$ cat config.mk
export PLATFORM = sky130hd
export DESIGN_NAME = mult_step_counter
export DESIGN_NICKNAME = d
export VERILOG_FILES = /design/src/rtl/mult_step_counter.sv
export SDC_FILE = /design/constraint.sdc
export NUM_CORES = 1
export LEC_CHECK = 0
export ABC_AREA = 1
export BUFFER_PORTS_ARGS = -buffer_cell sky130_fd_sc_hd__buf_2
export CAP_MARGIN = 20
export CORE_UTILIZATION = 45
export DETAILED_ROUTE_END_ITERATION = 16
export GPL_ROUTABILITY_DRIVEN = 0
export PLACE_DENSITY = 0.66
export SLEW_MARGIN = 20
export SYNTH_ARGS = -nofsm -noshare
export SYNTH_HDL_FRONTEND = slang
export SYNTH_SLANG_ARGS = --single-unit
$ cat constraint.sdc
create_clock -name clk -period 3.35 [get_ports clk]
set_input_delay 0.1675 -clock clk [delete_from_list [all_inputs] [get_ports clk]]
set_output_delay 0.1675 -clock clk [all_outputs]
set_load 0.03 [all_outputs]
$ cat src/rtl/mult_step_counter.sv
// Programmable-length step counter that sequences the iterative multiplier datapath.
// Counts enabled RUN cycles from a start pulse to a latched terminal value, up or down, one-shot or repeating.
module mult_step_counter #(
    parameter int WIDTH = 8
) (
    input  logic             clk,
    input  logic             reset,
    input  logic             start_i,
    input  logic             abort_i,
    input  logic             enable_i,
    input  logic             dir_i,
    input  logic             repeat_i,
    input  logic [WIDTH-1:0] tc_value_i,
    output logic [WIDTH-1:0] count_o,
    output logic             busy_o,
    output logic             done_o,
    output logic             flag_o,
    output logic             dbg_state_o
);

    typedef enum logic {
        IDLE = 1'b0,
        RUN  = 1'b1
    } state_t;

    state_t           state_q, state_d;
    logic [WIDTH-1:0] count_q, count_d;
    logic [WIDTH-1:0] tc_q, tc_d;
    logic             dir_q, dir_d;
    logic             done_q, done_d;
    logic             flag_q, flag_d;

    logic [WIDTH-1:0] end_val;
    logic [WIDTH-1:0] reload_val;

    // The end compare fires before any wrap, so the full WIDTH range is usable.
    assign end_val    = dir_q ? '0 : tc_q;
    assign reload_val = dir_q ? tc_q : '0;

    always_comb begin
        state_d = state_q;
        count_d = count_q;
        tc_d    = tc_q;
        dir_d   = dir_q;
        done_d  = 1'b0;
        flag_d  = flag_q;

        if (abort_i) begin
            state_d = IDLE;
            count_d = '0;
            flag_d  = 1'b0;
        end else begin
            case (state_q)
                IDLE: begin
                    if (start_i) begin
                        tc_d    = tc_value_i;
                        dir_d   = dir_i;
                        count_d = dir_i ? tc_value_i : '0;
                        flag_d  = 1'b0;
                        state_d = RUN;
                    end
                end
                RUN: begin
                    if (enable_i) begin
                        if (count_q == end_val) begin
                            done_d = 1'b1;
                            flag_d = 1'b1;
                            if (repeat_i) begin
                                count_d = reload_val;
                            end else begin
                                state_d = IDLE;
                            end
                        end else if (dir_q) begin
                            count_d = count_q - 1'b1;
                        end else begin
                            count_d = count_q + 1'b1;
                        end
                    end
                end
                default: state_d = IDLE;
            endcase
        end
    end

    always_ff @(posedge clk or negedge reset) begin
        if (!reset) begin
            state_q <= IDLE;
            count_q <= '0;
            tc_q    <= '0;
            dir_q   <= 1'b0;
            done_q  <= 1'b0;
            flag_q  <= 1'b0;
        end else begin
            state_q <= state_d;
            count_q <= count_d;
            tc_q    <= tc_d;
            dir_q   <= dir_d;
            done_q  <= done_d;
            flag_q  <= flag_d;
        end
    end

    assign count_o     = count_q;
    assign busy_o      = (state_q == RUN);
    assign done_o      = done_q;
    assign flag_o      = flag_q;
    assign dbg_state_o = state_q;

endmodule
==> metrics.cfg, run 1 <==
[status]
status = finished clean

[placed_design]
dp_hpwl_mm = 2.745
io_buffers = 26

[synth]
ys.flop_type = dfrtp_1
synth_top_family_by_area = simple AND/OR/NAND/NOR gates
synthXorXnorAreaFrac_pct = 2.162
syn_inst = 235
synth_enable_flop_cells = 0
yosys.cell_count.top_type = nand2_1
ys_async_sr_fraction_pct = 100.0
netlist_top_cells_count = 96 x nand2_1, 26 x inv_1, 25 x nand3_1
synth_area_sq_um = 1620
syn_nets = 257
ys_warn_count = 0
synthMuxAreaShare_pct = 5.560
synth_compound_area_share_pct = 2.780
ys_types = 29
avgSynthCellArea_sq_um = 6.895
seq_area_frac_synth_pct = 30.89
netlist.top_cell.by_area = dfrtp_1
yosys-top-cells-area = dfrtp_1 31%, nand2_1 22%, nand3_1 7.7%
synthAdderAreaFrac_pct = 5.869
synth_top_area_share_pct = 30.89
synth_simple_gate_area_share_pct = 43.63
synth-seq-cells = 20

[global_route]
grt_pass1_vias = 1281
antenna_found_initial = 0
met3_usage_pct = 4.348
grt_max_degree = 21
busiest_layer = met2
grt-ovfl-total = 0
grtUsageMet1_pct = 30.33
grtUsageMet2_pct = 32.07
grt.total_usage_pct = 21.01
grt_pass1_wl_mm = 5.878

[drt]
routedWlPerCell_um = 11.89
drc = 0
vias_per_cell = 4.951
dr.pass1.iters = 4
dr.first_iter.drc_count = 61
vias = 1525
routed_wirelength_mm = 3.662
ant_nets = 0

[die]
start_util_pct = 47.80
die_w_um = 62.01
die_h_um = 62.01
core_area_sq_um = 3390
design.die.area_sq_um = 3845
io_pins = 27
rows = 21

[worst_setup_path]
cp.arrival_ns = 2.38
required_ns = 3.56
endpoint_kind = flip-flop
cp_common_cell = nand2_1
critPathMaxFanout = 18
start_kind = flip-flop
critPathSlowestCell = dfrtp_1
slowest_delay_ns = 0.77
worstPathCellList = inv_2 > nand2_1 > nand2_1 > nand2_1 > clkinv_1 > nand2_2 > nor2_1 > nand2_2 > nand3_1 > nand2_1 > nand2_1 > nand2_1 > nand2_1
critPathKind = reg2reg

[power_and_ir_drop]
power_density_nw_per_um2 = 484.9
ir_drop_mv = 0.3550
total_leakage_power_nw = 1.057

[clock_tree]
cts_tree = built
htreeDepth = 1
cts_inserted_buffers = 3
cts_buffer_depth = 2
post_cts_buffers = 0
clock_sinks = 20
clkLatencyLatePin_ns = 0.30
cts_resized = 0
path_clk_slew_ns = 0.11
root_buffer = clkbuf_4

[timing]
setup_tns_ns = 0
max_freq_ghz = 0.4607
worstMarginPinSlew_ns = 1.072
finalHoldViolations = 0
fin_crit_sh_pct = 64.79
holdWs_ns = 0.06800
rsz0062_at_grt = false
fin_skew_ns = 0.0004739
setup_viol = 0
drv_slew = 0
fin_crit_ns = 2.171
relSlewSlack_pct = 27.95

[flow_run]
maxCapViolations = 0

[final_layout]
drive_above_1_share_pct = 20.99
diodes = 0
area_growth_pct = 12.66
finalNetCount = 285

[worst_hold_path]
hold_class = in2reg

==> repair_timing <==
action | in CTS | in global routing
endpoints found under the setup margin | 0 | 0
hold endpoints to repair | 20 | 0
hold buffers | 1 | 0
==> worst max-delay path: cells and delay by family, from the launching register on <==
family                 cells  cell delay (ns)
and+or+nand+nor           11             0.95
DFF                        1             0.77
buffers and inverters      2             0.34
==> final timing paths <==
kind,start,slack (ns),to,cells after the start
min in group asynchronous,reset,0.33,tc_q[1]$_DFFE_PN0P_,2
setup reg to reg,dir_q$_DFFE_PN0P_,1.18,count_o[5]$_DFFE_PN0P_,13
hold / removal,abort_i,0.07,done_o$_DFF_PN0_,2
hold reg to reg,flag_o$_DFFE_PN0P_,0.53,flag_o$_DFFE_PN0P_,2
setup / recovery,dir_q$_DFFE_PN0P_,1.18,count_o[5]$_DFFE_PN0P_,13
max in group asynchronous,reset,2.71,count_o[3]$_DFFE_PN0P_,2
==> where the power goes <==
part,total (mW),switching [mW],internal [mW]
Combinational,0.409,0.258,0.151
Clock,0.140,0.0736,0.0663
Sequential,0.337,0.0586,0.278
==> sequential cells by signal (all words and copies together), names as in the netlist <==
name	flops
flag_o	1
tc_q	8
busy_o	1
dir_q	1
count_o	8
done_o	1
==> logic make-up (layout without fill, tap and decap cells) <==
logic type	after synthesis	in the layout
buffers and inverters	35	62
AOI/OAI and AO/OA	9	9
muxes	8	8
xor gates and xnor gates	4	4
adders and majority gates	7	7
DFF	20	20
and+or+nand+nor	152	152
==> placed cells by master (no fill, tap or decap), types with 3 or more instances in the layout <==
cell / instances
nand2_1: 96
inv_1: 26
buf_2: 26
nand3_1: 25
dfrtp_1: 20
mux2_2: 8
nor2_1: 7
nand4_1: 7
a21oi_1: 6
ha_1: 6
nand2_2: 5
xor2_1: 4
inv_2: 3
nand3b_1: 3
clkbuf_4: 3
==> cell type report <==
cell class	count	area [sq um]
Fill cell	340	1564
Multi-Input combinational cell	180	972.2
Clock buffer	4	36.28
Sequential cell	20	500.5
Timing Repair Buffer	27	140.1
Inverter	31	118.9
Tap cell	46	57.56
==> metal layers <==
metal  routed length [um]  vias to the layer above  share of wire [%]
li1                     -                      805                  -
met1                 1819                      669                 50
met2                 1639                       45                 45
met3                  149                        6                4.1
met4                   53                        0                1.4
met5                    0                        -                  0
==> through the flow <==
step | cell area (sq um) | power (mW) | worst slack (ns) | instances | utilization, %
floorplan | 1620 | 0.6544 | 1.599 | 235 | -
global placement | 1779 | 0.7472 | 1.244 | 303 | 52.49
detailed placement | 1779 | 0.7476 | 1.222 | 303 | 52.49
CTS | 1826 | 0.8934 | 1.192 | 308 | 53.86
global route | 1826 | 0.9656 | 0.9410 | 308 | 53.86
finish | 1826 | 0.8852 | 1.179 | 308 | 53.86
Note: power is estimated with default switching activity, not from simulation.
==> run 2: changes to the inputs <==
Settings changed: PLACE_DENSITY 0.66 to 0.69.
Clock period 3.35 ns to 1.8 ns, I/O delays scaled along.
==> metrics.cfg, run 2 (synthesis gave the netlist of run 1 again) <==
[status]
status = finished clean  ; unchanged

[global_route]
antenna_found_initial = 0  ; unchanged
grt.total_usage_pct = 22.46  ; was 21.01%
grt-ovfl-total = 0  ; unchanged
grt_pass1_wl_mm = 6.168  ; was 5.878 mm
grt_pass1_vias = 1343  ; was 1281
grt_max_degree = 21  ; unchanged

[worst_hold_path]
hold_depth = 2  ; unchanged
worstHoldStart = tc_value_i[3]  ; was abort_i
hold_path_end = tc_q[3]$_DFFE_PN0P_  ; was done_o$_DFF_PN0_
hold_class = in2reg  ; unchanged

[timing]
fin_crit_ns = 1.800  ; was 2.171 ns
holdWs_ns = 0.01553  ; was 0.06800 ns
max_freq_ghz = 0.5556  ; was 0.4607 GHz
setup_tns_ns = 0  ; unchanged
finalHoldViolations = 0  ; unchanged
rsz0062_at_grt = true  ; was false
setup_viol = 0  ; unchanged
fin_skew_ns = 0.006001  ; was 0.0004739 ns
drv_slew = 0  ; unchanged
worstMarginPinSlew_ns = 0.4784  ; was 1.072 ns
setup_ws_ns = 0.0001270  ; was 1.179 ns
fin_crit_sh_pct = 99.99  ; was 64.79%
relSlewSlack_pct = 68.03  ; was 27.95%

[clock_tree]
clock_sinks = 20  ; unchanged
clkLatencyLatePin_ns = 0.31  ; was 0.30 ns
cts_tree = built  ; unchanged
cts_buffer_depth = 2  ; unchanged
cts_inserted_buffers = 3  ; unchanged
htreeDepth = 1  ; unchanged
root_buffer = clkbuf_4  ; unchanged
path_clk_slew_ns = 0.12  ; was 0.11 ns

[die]
start_util_pct = 47.80  ; unchanged
core_area_sq_um = 3390  ; unchanged
design.die.area_sq_um = 3845  ; unchanged
die_h_um = 62.01  ; unchanged
rows = 21  ; unchanged
io_pins = 27  ; unchanged
die_w_um = 62.01  ; unchanged

[final_layout]
stdcell_area_sq_um = 2181  ; was 1826 sq um
final_common_cell = nand2_1  ; unchanged
area_growth_pct = 34.59  ; was 12.66%
final_cell_mix = 85 x nand2_1, 26 x buf_2, 25 x inv_1  ; was 96 x nand2_1, 26 x inv_1, 26 x buf_2
drive_above_1_share_pct = 35.07  ; was 20.99%
finalNetCount = 311  ; was 285
stdcell_count = 334  ; was 308
diodes = 0  ; unchanged

[drt]
drc = 0  ; unchanged
vias_per_cell = 5.012  ; was 4.951
routedWlPerCell_um = 13.04  ; was 11.89 um
routed_wirelength_mm = 4.356  ; was 3.662 mm
dr.first_iter.drc_count = 94  ; was 61
dr.pass1.iters = 5  ; was 4
ant_nets = 0  ; unchanged
vias = 1674  ; was 1525

[worst_setup_path]
start_kind = flip-flop  ; unchanged
required_ns = 2.06  ; was 3.56 ns
r2r_start = dir_q$_DFFE_PN0P_  ; unchanged
reg2reg_slack_ns = 0.0001  ; was 1.18 ns
endpoint_kind = flip-flop  ; unchanged
cp.arrival_ns = 2.06  ; was 2.38 ns
rr_endpoint = count_o[7]$_DFFE_PN0P_  ; was count_o[5]$_DFFE_PN0P_
critPathKind = reg2reg  ; unchanged
ff2ff_path_depth = 13  ; unchanged
critPathMaxFanout = 6  ; was 18

[placed_design]
io_buffers = 26  ; unchanged
placed_area_sq_um = 1944  ; was 1779 sq um
place_inst = 320  ; was 303
dp_hpwl_mm = 2.960  ; was 2.745 mm
dp_slack_ns = -0.08209  ; was 1.222 ns

[power_and_ir_drop]
power_density_nw_per_um2 = 942.4  ; was 484.9 nW/um^2
total_leakage_power_nw = 1.214  ; was 1.057 nW
ir_drop_mv = 0.7281  ; was 0.3550 mV

[flow_run]
maxCapViolations = 0  ; unchanged

[run 2: changes by cell type in the layout (fill, tap and decap cells not counted), moves of 3 or more]
cell / before / now
buf_12: 0 / 3
buf_4: 0 / 17
dlygate4sd3_1: 1 / 4
ha_1: 6 / 3
nand2_1: 96 / 85
nand2_2: 5 / 16
[run 2: power breakdown]
group	switching [mW]	total (mW)	internal, mW
Sequential	0.0914	0.610	0.519
Combinational	0.617	1.07	0.454
Clock	0.149	0.374	0.225
Total	0.857	2.06	1.20
[run 2: critical path: stages (launching register included)]
cell	delay, ns
dfrtp_2	0.48
buf_4	0.16
ha_1	0.28
nand2_1	0.11
inv_1	0.07
a21oi_2	0.16
nand2_1	0.08
nand2_1	0.07
nand2_1	0.05
nand2_1	0.07
nand3_1	0.06
nand2_1	0.06
nand2_1	0.04
nand2_1	0.06
[run 2: how the worst max path moves through the flow]
stage                           start                      to
3_5_place_dp        dir_q$_DFFE_PN0P_  count_o[5]$_DFFE_PN0P_
4_1_cts             dir_q$_DFFE_PN0P_  count_o[6]$_DFFE_PN0P_
3_3_place_gp        dir_q$_DFFE_PN0P_  count_o[6]$_DFFE_PN0P_
5_1_grt             dir_q$_DFFE_PN0P_  count_o[7]$_DFFE_PN0P_
2_1_floorplan  count_o[2]$_DFFE_PN0P_  count_o[7]$_DFFE_PN0P_
6_report            dir_q$_DFFE_PN0P_  count_o[7]$_DFFE_PN0P_
[run 2: metal layers]
layer  wire [um]  part of all wire (%)  track usage (%)  vias to the layer above
met5           0                     0                0                        -
met4          15                  0.34            5.079                        0
met3         206                   4.7            4.762                        3
met2        2160                    50            37.39                       52
met1        1973                    45            29.81                      757
li1            -                     -                -                      862
[run 2: stage by stage]
step / utilization (%) / power, mW
final: 64.34 / 2.055
after global routing: 64.34 / 2.197
after CTS: 60.32 / 1.919
after detailed placement: 57.36 / 1.516
after global placement: 57.36 / 1.512
after floorplan: - / 1.218
[run 2: repair_timing]
item | 4_1_cts | 5_1_grt
endpoints found under the hold margin | 23 | 0
resized for setup | 3 | 31
hold buffers | 4 | 0
endpoints found under the setup margin | 11 | 11
gates cloned | 0 | 1
buffers inserted | 0 | 5
pin swaps | 0 | 16
[run 2: area by class of cell]
type	count	area [sq um]
fill	307	1209
multi-input combinational	181	1067
sequential	20	501.7
timing repair buffer	52	380.4
inverter	31	121.4
tap	46	57.56
clock inverter	1	30.03
clock buffer	3	22.52
